===== config.mk =====
export PLATFORM = sky130hd
export DESIGN_NAME = imm_gen_pipe
export DESIGN_NICKNAME = d
export VERILOG_FILES = /design/src/rtl/imm_gen_pipe.sv
export SDC_FILE = /design/constraint.sdc
export NUM_CORES = 1
export LEC_CHECK = 0
export CORE_MARGIN = 4
export CORE_UTILIZATION = 25
export DETAILED_ROUTE_END_ITERATION = 7
export PLACE_DENSITY = 0.59
export SLEW_MARGIN = 20
export SYNTH_ARGS = -nofsm -noshare
export SYNTH_HDL_FRONTEND = slang
export SYNTH_SLANG_ARGS = --single-unit

===== constraint.sdc =====
create_clock -name clk -period 1.63 [get_ports clk]
set_input_delay 0.326 -clock clk [delete_from_list [all_inputs] [get_ports clk]]
set_output_delay 0.326 -clock clk [all_outputs]
set_load 0.02 [all_outputs]

===== src/rtl/imm_gen_pipe.sv =====
// Pipelined immediate generator for the decode stage.
// Decodes the immediate for RV32/RV64 base formats, CSR zimm and selected RVC
// formats, then carries it with an illegal flag and a sideband tag through a
// one-cycle output register backed by a skid register (valid/ready handshake).
module imm_gen_pipe #(
    parameter int XLEN  = 32,
    parameter int EN_C  = 1,
    parameter int TAG_W = 8
) (
    input  logic             clk,
    input  logic             rst_n,
    input  logic             flush,
    input  logic             in_valid,
    output logic             in_ready,
    input  logic [31:0]      instr,
    input  logic [3:0]       imm_src,
    input  logic [TAG_W-1:0] in_tag,
    output logic             out_valid,
    input  logic             out_ready,
    output logic [XLEN-1:0]  imm,
    output logic             illegal,
    output logic [TAG_W-1:0] out_tag
);

    logic [XLEN-1:0]  ext_imm;
    logic             ext_ill;

    logic             out_valid_q;
    logic [XLEN-1:0]  out_imm_q;
    logic             out_ill_q;
    logic [TAG_W-1:0] out_tag_q;

    logic             skid_valid_q;
    logic [XLEN-1:0]  skid_imm_q;
    logic             skid_ill_q;
    logic [TAG_W-1:0] skid_tag_q;

    logic             accept;
    logic             drain;
    logic             rvc_en;

    // The opcode size bits never contribute to any immediate.
    logic             unused_bits;
    assign unused_bits = ^instr[1:0];

    assign rvc_en = (EN_C != 0);

    // Decode and extend the immediate selected by imm_src from the raw instruction.
    always_comb begin
        ext_imm = '0;
        ext_ill = 1'b0;
        case (imm_src)
            4'd0: ext_imm = XLEN'($signed(instr[31:20]));
            4'd1: ext_imm = XLEN'($signed({instr[31:25], instr[11:7]}));
            4'd2: ext_imm = XLEN'($signed({instr[31], instr[7], instr[30:25],
                                           instr[11:8], 1'b0}));
            4'd3: ext_imm = XLEN'($signed({instr[31], instr[19:12], instr[20],
                                           instr[30:21], 1'b0}));
            4'd4: ext_imm = XLEN'($signed({instr[31:12], 12'b0}));
            4'd5: ext_imm = XLEN'(instr[19:15]);
            4'd6: begin
                if (rvc_en) ext_imm = XLEN'($signed({instr[12], instr[6:2]}));
                else        ext_ill = 1'b1;
            end
            4'd7: begin
                if (rvc_en) ext_imm = XLEN'($signed({instr[12], instr[8], instr[10:9],
                                                     instr[6], instr[7], instr[2],
                                                     instr[11], instr[5:3], 1'b0}));
                else        ext_ill = 1'b1;
            end
            4'd8: begin
                if (rvc_en) ext_imm = XLEN'($signed({instr[12], instr[6:5], instr[2],
                                                     instr[11:10], instr[4:3], 1'b0}));
                else        ext_ill = 1'b1;
            end
            4'd9: begin
                if (rvc_en) ext_imm = XLEN'({instr[5], instr[12:10], instr[6], 2'b00});
                else        ext_ill = 1'b1;
            end
            default: ext_ill = 1'b1;
        endcase
    end

    assign in_ready = ~skid_valid_q;
    assign accept   = in_valid & in_ready;
    assign drain    = out_valid_q & out_ready;

    // Output/skid storage: skid refills the output first, so order is kept;
    // accept and skid-refill never coincide because in_ready is low while skid is full.
    always_ff @(posedge clk or negedge rst_n) begin
        if (!rst_n) begin
            out_valid_q  <= 1'b0;
            out_imm_q    <= '0;
            out_ill_q    <= 1'b0;
            out_tag_q    <= '0;
            skid_valid_q <= 1'b0;
            skid_imm_q   <= '0;
            skid_ill_q   <= 1'b0;
            skid_tag_q   <= '0;
        end else if (flush) begin
            out_valid_q  <= 1'b0;
            skid_valid_q <= 1'b0;
        end else if (drain || !out_valid_q) begin
            if (skid_valid_q) begin
                out_valid_q  <= 1'b1;
                out_imm_q    <= skid_imm_q;
                out_ill_q    <= skid_ill_q;
                out_tag_q    <= skid_tag_q;
                skid_valid_q <= 1'b0;
            end else if (accept) begin
                out_valid_q <= 1'b1;
                out_imm_q   <= ext_imm;
                out_ill_q   <= ext_ill;
                out_tag_q   <= in_tag;
            end else begin
                out_valid_q <= 1'b0;
            end
        end else if (accept) begin
            skid_valid_q <= 1'b1;
            skid_imm_q   <= ext_imm;
            skid_ill_q   <= ext_ill;
            skid_tag_q   <= in_tag;
        end
    end

    assign out_valid = out_valid_q;
    assign imm       = out_imm_q;
    assign illegal   = out_ill_q;
    assign out_tag   = out_tag_q;

endmodule


==> metrics.md <==
| Metric | Value |
|---|---|
| DP HPWL | 10170 um |
| Power share of the combinational group | 26.2% |
| Clock share of power | 30.8% |
| Synthesized flop and latch total | 84 |
| R2R setup slack | 0.04 ns |
| CP Class | reg -> out |
| Via total after detailed routing | 4073 |
| Startpoint types | register |
| Adder-cell share of the synthesized area | 0% |
| CTS Buf Count | 9 |
| Setup TNS | 0 ns |
| XOR/XNOR share of the synthesized area | 0% |
| Starting density of the core | 25.83% |
| Post-synthesis sequential area ratio | 48.39% |
| VDD IR max | 0.0006916 V |
| Synth Area in Compound Gates | 23.07% |
| RSZ-0062 raised after global routing | true |
| Post-synth EDFFs | 0 |
| HP Class | in -> async |
| DIE AREA | 19550 sq um |
| Commonest cells after routing, fill and taps aside | 84 x nand2_1, 82 x dfrtp_1, 68 x buf_4 |
| Initial detailed-routing violation count | 174 |
| Max Fclk | 0.6292 GHz |
| Routed length per instance | 16.96 um |
| Synth Warn # | 0 |
| CTS clk-pin slew, worst paths | 0.06 ns |
| PwrDens | 930.2 nW/um^2 |
| Mux share of post-synthesis cell area | 5.444% |
| Worst Reg-to-Reg Cells | 6 |
| Status | completed |
| CP max FO | 4 |
| Mapped Area | 4344 sq um |
| Design Area, Final | 6620 sq um |
| Psw | 1.886 mW |
| Simple-Gate Fraction of Synth Area | 17.48% |
| Max cap viols | 0 |
| Worst path required time | 1.30 ns |
| First-pass GRT wire length | 23030 um |
| CP bufs+invs | 2 |
| R2R Path End | imm[17] |
| Clk_lat worst skew | 0.34 ns |
| Internal power | 4.272 mW |
| Ys flop type | dfrtp_1 |
| Final Cycle Share | 97.50% |
| Layout Nets | 668 |
| Worst setup EP type | output pin |
| R2r startpoint | out_valid |
| Main combinational cell family by area after synthesis | compound AO/OA/AOI/OAI gates |
| Die Span Y | 139.8 um |
| Root buffer cell | clkbuf_16 |
| Slowest stage cell on the critical path | dfrtp_2 |
| CP delay by family, top | flip-flops |
| Core Region | 16820 sq um |
| Period minus WS final | 1.589 ns |
| Met2 wire length | 6887 um |
| Fill cells | 1721 |
| Row cnt | 47 |
| Synth Instances | 468 |
| Critical Path, Cell by Cell | inv_1 -> clkdlybuf4s15_2 |
| Cell area after placement | 6007 sq um |
| DRC Markers | 0 |
| Final Max Tran Viols | 0 |
| GP Congestion | 0.8664 |
| Max incr delay on CP | 0.46 ns |
| Largest net degree at the start of global routing | 50 |
| Die Wd | 139.8 um |
| ANT cells | 0 |
| Final wirelength | 14320 um |
| P_leak | 2.974 nW |
| Setup Viol. Count Final | 0 |
| CTS tree | built |
| Clk sinks | 84 |
| Most common cell after layout, fill and taps aside | nand2_1 |
| Distinct cells, synth | 56 |
| Hold Fails Final Rpt | 0 |
| Vias per inst | 4.826 |
| Top routing layer in use | met4 |
| Met3 Wirelength | 671 um |
| Seq pwr share | 43.1% |
| Post-synth ARST share | 100.0% |
| Switch share | 30.63% |
| Vias in the first global route | 4183 |
| Pre-Repair DR Iteration Count | 4 |
| Port Buf Inserts | 89 |
| Worst-Margin Slew | 0.3578 ns |
| Rel. slew slack | 76.15% |
| Routed Antenna Nets | 0 |
| Pwr Total | 6.158 mW |
| Total track usage | 14.67% |
| Clock tree buffer depth | 2 |
| Overflow after GRT | 0 |
| Final hold slack | 0.4370 ns |
| Ports | 92 |
| H-tree depth | 3 |
| Antenna violations before repair | 0 |
| Average size of a mapped cell | 9.282 sq um |
| Ratio of cells with drive above 1 in the final layout | 25.96% |
| M1 WL | 6463 um |
| Setup Skew | 0.008420 ns |
| Mapped Nets | 517 |
| Critical Path AT | 1.26 ns |
| Area growth syn-to-layout | 52.39% |
==> state kept, by name (all words and copies together), names as in the netlist <==
register,cells
skid_tag_q,8
imm,32
out_valid,1
skid_imm_q,32
illegal,1
out_tag,8
skid_valid_q,1
skid_ill_q,1
==> cell usage after synthesis, drive strengths merged (2+ instances only) <==
master  number  share of area, %
dfrtp       84                48
nand2       84               7.3
o21ai       47               5.5
a21oi       43               5.0
nor2        38               3.5
buf         20               3.6
clkbuf      17               1.5
a22oi       14               2.4
a31oi       14               2.4
nor3        13               1.6
mux2i       12               2.8
mux2        10               2.7
a41oi        8               1.6
nor2b        7               1.0
a211oi       6               1.2
inv          6              0.52
a221oi       5               1.0
and3         5              0.72
nand3        4              0.46
and2b        3              0.52
a22o         2              0.43
and3b        2              0.40
o211ai       2              0.46
o21a         2              0.35
o22ai        2              0.29
==> through the flow <==
stage               utilization (%)  worst slack (ns)  std cells
floorplan                         -          0.004631        468
global placement              35.72           -0.6068        815
detailed placement            35.72           -0.6635        815
CTS                           38.38          0.001252        840
global route                  39.36          -0.02794        844
finish                        39.36           0.04077        844
==> how the worst max path moves through the flow <==
| stage | startpoint | end | slack, ns | cells past startpoint |
|---|---|---|---|---|
| 6_report | skid_valid_q | in_ready | 0.04 | 2 |
| 5_1_grt | skid_valid_q | imm[17] | -0.03 | 6 |
| 4_1_cts | out_tag[1] | out_tag[1] | 0.001 | 1 |
| 3_5_place_dp | imm_src[0] | imm[17] | -0.66 | 6 |
| 3_3_place_gp | imm_src[0] | imm[18] | -0.61 | 6 |
| 2_1_floorplan | out_valid | imm[18] | 0.005 | 6 |
==> power by group through the flow <==
stage / sequential (mW) / clock (mW) / combinational, mW
global route: 2.70 / 2.06 / 1.76
floorplan: 2.85 / 0 / 0.588
finish: 2.65 / 1.89 / 1.61
global placement: 2.68 / 0 / 1.59
CTS: 2.65 / 1.97 / 1.59
detailed placement: 2.70 / 0 / 1.62
==> per-layer routing <==
| layer | track usage (%) | vias to the layer above |
|---|---|---|
| met5 | 0 | - |
| met4 | 5.354 | 0 |
| met1 | 19.52 | 1962 |
| li1 | - | 1972 |
| met3 | 3.053 | 24 |
| met2 | 23.60 | 115 |
==> what timing repair did <==
item | 4_1_cts | 5_1_grt
cloned | 2 | 2
setup buffers | 6 | 2
hold buffers | 1 | 0
pin swaps | 5 | 6
hold endpoints to repair | 21 | 0
gates resized for setup | 70 | 31
endpoints found under the setup margin | 102 | 49
==> cell type report <==
class | instances | area (sq um) | area share (%)
multi-input cells | 341 | 2181 | 32.94
clock buffers | 11 | 242.7 | 3.667
flip-flops and latches | 84 | 2105 | 31.79
well taps | 220 | 275.3 | 4.158
clock inverters | 5 | 27.53 | 0.4158
inverters | 6 | 22.52 | 0.3402
repair buffers | 177 | 1767 | 26.69
==> logic make-up after synthesis <==
family,after synthesis
AOI/OAI and AO/OA,154
buffers and inverters,43
DFF,84
muxes,22
and+or+nand+nor,165
No activity file was read; power rests on OpenSTA's default activity.
